## src/rtl/fetch_unit.sv

```systemverilog
// fetch_unit: PC generation, credit-limited imem fetch, in-order instruction FIFO toward decode, redirect on pc_src
module fetch_unit #(
  parameter int ADDR_W = 32,
  parameter logic [ADDR_W-1:0] RESET_PC = '0,
  parameter int DEPTH = 2
) (
  input  logic              clk,
  input  logic              reset,
  output logic              imem_req_valid,
  input  logic              imem_req_ready,
  output logic [ADDR_W-1:0] imem_addr,
  input  logic              imem_rsp_valid,
  input  logic [31:0]       imem_rsp_data,
  input  logic              pc_src,
  input  logic [ADDR_W-1:0] pc_target,
  output logic              instr_valid,
  input  logic              instr_ready,
  output logic [31:0]       instr,
  output logic [ADDR_W-1:0] instr_pc,
  output logic [ADDR_W-1:0] instr_pc8
);
  localparam int PW = $clog2(DEPTH);
  localparam int CW = PW + 1;
  logic [ADDR_W-1:0] pc, rsp_pc, tgt;
  logic [31:0]       buf_d  [DEPTH];
  logic [ADDR_W-1:0] buf_pc [DEPTH];
  logic [PW-1:0]     wp, rp;
  logic [CW-1:0]     cnt, outs, drop;
  logic [CW:0]       used;
  logic              accept, push, pop;
  assign tgt            = pc_target & ~ADDR_W'(3);
  assign used           = {1'b0, cnt} + {1'b0, outs};
  assign imem_req_valid = reset && !pc_src && (used < (CW+1)'(DEPTH));
  assign imem_addr      = pc;
  assign accept         = imem_req_valid && imem_req_ready;
  assign push           = imem_rsp_valid && (drop == '0) && !pc_src;
  assign pop            = instr_valid && instr_ready && !pc_src;
  assign instr_valid    = cnt != '0;
  assign instr          = buf_d[rp];
  assign instr_pc       = buf_pc[rp];
  assign instr_pc8      = instr_pc + ADDR_W'(8);
  // rsp_pc tracks the address of the next response that will be kept, so stale drops never advance it
  always_ff @(posedge clk or negedge reset) begin
    if (!reset) begin
      pc     <= RESET_PC;
      rsp_pc <= RESET_PC;
      wp     <= '0;
      rp     <= '0;
      cnt    <= '0;
      outs   <= '0;
      drop   <= '0;
      for (int i = 0; i < DEPTH; i++) begin
        buf_d[i]  <= '0;
        buf_pc[i] <= '0;
      end
    end else begin
      outs <= outs + CW'(accept) - CW'(imem_rsp_valid);
      if (pc_src) begin
        pc     <= tgt;
        rsp_pc <= tgt;
        wp     <= '0;
        rp     <= '0;
        cnt    <= '0;
        drop   <= outs - CW'(imem_rsp_valid);
      end else begin
        if (accept) pc <= pc + ADDR_W'(4);
        if (imem_rsp_valid && drop != '0) drop <= drop - CW'(1);
        if (push) begin
          buf_d[wp]  <= imem_rsp_data;
          buf_pc[wp] <= rsp_pc;
          wp         <= wp + PW'(1);
          rsp_pc     <= rsp_pc + ADDR_W'(4);
        end
        if (pop) rp <= rp + PW'(1);
        cnt <= cnt + CW'(push) - CW'(pop);
      end
    end
  end
endmodule

```

## config.mk

```make
export PLATFORM = sky130hd
export DESIGN_NAME = fetch_unit
export DESIGN_NICKNAME = d
export VERILOG_FILES = /design/src/rtl/fetch_unit.sv
export SDC_FILE = /design/constraint.sdc
export NUM_CORES = 1
export LEC_CHECK = 0
export ABC_AREA = 1
export BUFFER_PORTS_ARGS = -buffer_cell sky130_fd_sc_hd__buf_2
export CORE_ASPECT_RATIO = 1.5
export CORE_MARGIN = 2
export CORE_UTILIZATION = 46
export DETAILED_ROUTE_END_ITERATION = 16
export PLACE_DENSITY_LB_ADDON = 0.12
export SLEW_MARGIN = 20
export SYNTH_ARGS = -nofsm -noshare
export SYNTH_HDL_FRONTEND = slang
export SYNTH_SLANG_ARGS = --single-unit
```

## constraint.sdc

```tcl
create_clock -name clk -period 6.2 [get_ports clk]
set_input_delay 0.31 -clock clk [delete_from_list [all_inputs] [get_ports clk]]
set_output_delay 0.31 -clock clk [all_outputs]
set_load 0.05 [all_outputs]
```

# Yosys cells after proc, flatten, opt, wreduce, memory -nomap -nowiden
# Index checks and enable logic that the tools add are counted.
# totals
regBits	200
inputBits	70
# op_classes
add_sub_neg	12
muxes	21
n_reduce_logical	18
n_lt_le_gt_ge	4
bitwise_logic	3
# op_table
operator	n
$mux W32	11
$bwmux W64	2
$add A32 B3 Y32 const B	2
$add A32 B4 Y32 const B	1
$demux W32 S1	1
$reduce_bool A2 Y1	6
$logic_and A1 B1 Y1	9
$mux W2	3
$sub A2 B1 Y2	3
$add A2 B1 Y2	2
$ge A2 B2 Y1 const B	2
$mux W1	4
$not A1 Y2	2
$add A2 B2 Y3	1
$lt A3 B2 Y1 const B	1
$add A1 B1 Y1 const B	2
$logic_not A2 Y1	1
$lt A2 B1 Y1 const B	1
$reduce_and A2 Y1	1
$sub A2 B1 Y2 const B	1
$logic_not A1 Y1	1
$not A1 Y1	1

# Depth between registers and ports, before layout
# logic_depth
word_depth	6
depth_mapped	13
mapped_depth_nobuf	13

# Worst setup path before layout
# Ideal clock, no wire load.
# synth_path
kind	flip-flop to output port
start	register rp
end	output port instr_pc8[17]
path_buffers	2
path_slack_ps	3210
stages_incl_launch_ff	11
t_arrival_ps	2680
required_time_ps	5890
cell_sequence	dfrtp_1 buf_6 buf_4 nand2_1 o21ai_1 inv_1 ha_1 nand2_1 nor2_1 nand2_1 xor2_1
# synth_via
elab_chain_len	5
# synth_rtl
item	line	source
start: declaration	27	logic [PW-1:0] wp, rp;
start signal: assignment	74	if (pop) rp <= rp + PW'(1);
$not A1 Y2 (implied by the code)	40	assign instr_pc = buf_pc[rp];
$mux W32 (implied by the code) (3 in a row)	40	
named net instr_pc[4]	19	output logic [ADDR_W-1:0] instr_pc,
$add A32 B4 Y32	41	assign instr_pc8 = instr_pc + ADDR_W'(8);
end: declaration	20	output logic [ADDR_W-1:0] instr_pc8
# The timed path passes the listed nets, and every way through them passes these cells. The select of a mux whose other input is x is not followed.

# Worst setup path after layout
# layout_path
start	register rp
end	output port instr_pc8[19]
# layout_via
elab_chain_len	5
# layout_rtl
item	line
$not A1 Y2 (implied by the code)	40
$mux W32 (implied by the code) (3 in a row)	40
$add A32 B4 Y32	41
# Every way passes these cells. The select of a mux whose other input is x is not followed.

==> out/results.txt <==
crit share post-route: 0.590
CP max stage cell: inv_12
TritonCTS buffer count: 17
Fin. Hold Viols: 0
setup ws final: 2.54 ns
maximum capacitance violations: 0
async set or reset register ratio after synthesis: 1.00
Die Height: 194 um
hpwl dp: 22100 um
pre-CTS setup slack: 2.88 ns
synthesis-stage register bit count: 192
switch share: 0.515
Syn Area/Cell: 7.09 um2
Remaining Overflow, GRT: 0
synth warn: 0
Setup-failing EPs final: 0
Startpoint Class: flip-flop
antenna violations before repair: 0
critical path, cell by cell: buf_4 > inv_12 > nand2_1 > nand2_2 > ha_1 > nand2_1 > nor2_1 > nand2_1 > xor2_1 > buf_2
vias per cell: 5.04
Setup Skew: 0.0112 ns
routed length per placed instance: 14.9 um
cells after synthesis: 1557
vias: 10300
Comb pwr share: 0.512
post-CTS sizing: 0
Buffers on Ports: 191
CTS clk-pin slew, worst paths: 0.07 ns
Cell Pwr Density: 484 nW/um2
Layout Area Growth over Synthesis: 15.7%
Initial DRC Count: 777
buffers plus inverters on the worst setup path: 3
largest net degree at the start of global routing: 126
drt pass-1 iters: 7
Power Total: 6.18 mW
number of global-route vias before repair: 9782
worst slew pin tran: 0.857 ns
# fillers: 2438
Die W: 130 um
RSZ-0062 raised after global routing: false
critical path peak fanout: 81
Row Count: 69
CTS HTree Levels: 4
most frequent CP cell: nand2_1
Routed WL: 30500 um
diodes inserted: 0
DRC errors left: 0
first-pass GRT wire length: 49100 um
Routability Congestion: 0.896
fmax: 0.274 GHz
Main synth FF type: dfrtp_1
CTS tree: built
sequential fraction of the synthesis area: 0.435
buffer depth of the longest clock path: 2
initial core utilization: 0.467
die area: 25300 um2
status: complete, no violations
critical path required time: 5.89 ns
Sequential Power Share: 0.312
Root Driver: clkbuf_16
Finished Cell Area: 12800 um2
layout cell share with drive strength beyond 1: 0.156
# nets final: 1796
Post-synth EDFFs: 0
min Tclk post-route: 3.66 ns
family with the most delay on the worst path: buffers and inverters
critical path arrival: 3.35 ns
Setup TNS: 0 ns
antenna viol nets, final: 0
Clock Latency Late Sink: 0.45 ns
worst hold-check path type: in -> reg
max_slew headroom: 0.428
placed inst area: 12200 um2
leakage: 6.57 nW
CP Capture Type: output pin
crit path kind: reg -> out
Cell Area, Synth: 11000 um2
sw power: 3.18 mW
GRT Total Usage: 0.246
clock power share: 0.176
Internal: 3.00 mW
post-synth cell types: 40
core area: 23700 um2
CTS sink count: 192
setup bufs post-CTS: 0
max-slew violations: 0
Max VDD drop: 229 uV
CP max stage delay: 0.40 ns
num ports: 200
## cells in the final DEF (no fill, tap or decap), types with 5 or more instances in the layout
master	count
a21oi_1	15
buf_2	190
buf_4	7
clkbuf_16	17
clkbuf_8	6
conb_1	6
dfrtp_1	191
ha_1	9
inv_1	189
nand2_1	562
nand2_2	10
nand3_1	78
nand4_1	20
nor2_1	113
nor2_2	6
nor2_4	5
nor3_1	11
o211ai_1	11
o21ai_0	182
o21ai_1	5
o21ai_2	12
o21bai_1	6
xnor2_1	6
xor2_1	30
## cell usage after synthesis (2+ instances only)
| cell | n | share of area |
|---|---|---|
| a21oi_1 | 15 | 0.0068 |
| a22oi_1 | 2 | 0.0014 |
| a31oi_1 | 4 | 0.0023 |
| and2_1 | 2 | 0.0011 |
| and3_1 | 2 | 0.0011 |
| buf_1 | 6 | 0.0020 |
| buf_2 | 13 | 0.0059 |
| buf_4 | 8 | 0.0054 |
| buf_6 | 4 | 0.0041 |
| clkbuf_1 | 32 | 0.011 |
| dfrtp_1 | 192 | 0.44 |
| ha_1 | 9 | 0.010 |
| inv_1 | 189 | 0.064 |
| nand2_1 | 564 | 0.19 |
| nand2_2 | 10 | 0.0057 |
| nand3_1 | 78 | 0.035 |
| nand4_1 | 20 | 0.011 |
| nor2_1 | 113 | 0.038 |
| nor2_2 | 6 | 0.0034 |
| nor2_4 | 5 | 0.0051 |
| nor3_1 | 11 | 0.0050 |
| o211ai_1 | 11 | 0.0075 |
| o21a_1 | 2 | 0.0014 |
| o21ai_0 | 182 | 0.083 |
| o21ai_1 | 5 | 0.0023 |
| o21ai_2 | 12 | 0.0095 |
| o21ai_4 | 4 | 0.0059 |
| o21bai_1 | 6 | 0.0041 |
| o221ai_1 | 4 | 0.0032 |
| or2_2 | 2 | 0.0011 |
| xnor2_1 | 6 | 0.0048 |
| xor2_1 | 30 | 0.024 |
## final timing paths
kind,from,slack [ns],cells after the start,end
min in group asynchronous,reset,0.43,2,buf_d[24]
max in group asynchronous,reset,3.79,4,rsp_pc[28]
worst min-delay path,pc_src,0.09,2,cnt[1]
worst max register to register,cnt[0],3.15,12,imem_addr[16]
worst max-delay path,rp,2.54,10,instr_pc8[19]
worst min register to register,buf_pc[42],0.48,2,buf_pc[42]
## state kept, by name, summed over array words and instances, names as in the netlist
register	cells
drop	2
wp	1
rsp_pc	30
buf_d	64
buf_pc	60
cnt	2
outs	2
rp	1
imem_addr	30
## timing repair
| item | in CTS | in global routing |
|---|---|---|
| setup endpoints to repair | 0 | 0 |
| endpoints found under the hold margin | 70 | 0 |
| hold buffers | 1 | 0 |
## metrics by stage
step | util | cells | hold slack, ns
final | 0.540 | 2048 | 0.0910
after floorplan | - | 1562 | 0.0144
after global placement | 0.514 | 2015 | 0.356
after CTS | 0.539 | 2048 | 0.0668
after detailed placement | 0.514 | 2015 | 0.354
after global routing | 0.540 | 2048 | 0.0991
## cell families after synthesis
kind of cell | Yosys count | share of synthesized area
buffers and inverters | 256 | 0.0961
AOI/OAI and AO/OA | 247 | 0.127
DFF | 192 | 0.435
xor gates and xnor gates | 36 | 0.0286
other | 1 | 0.000340
adders and majority gates | 10 | 0.0120
and+or+nand+nor | 815 | 0.301
## per-layer routing
metal | wire (um) | GRT usage
met1 | 12400 | 0.293
met2 | 15400 | 0.436
met4 | 1140 | 0.104
met5 | 0 | 0
met3 | 1510 | 0.0361
## power by group through the flow
stage                     Sequential (mW)  Combinational, mW  Clock (mW)
after global placement               1.93               3.14           0
after floorplan                      2.00               2.37           0
after CTS                            1.93               3.19        1.12
after detailed placement             1.95               3.18           0
final                                1.93               3.16        1.09
after global routing                 1.99               3.44        1.16
## area by class of cell
type                       count  area [um2]  share of cell area
sequential                   192        4810               0.376
clock buffer                  26         509              0.0399
tap                          319         399              0.0313
clock inverter                 6        71.3             0.00559
multi-input combinational   1114        5220               0.409
inverter                     192         733              0.0574
timing repair buffer         199        1030              0.0805
No activity file was read; power rests on OpenSTA's default activity.
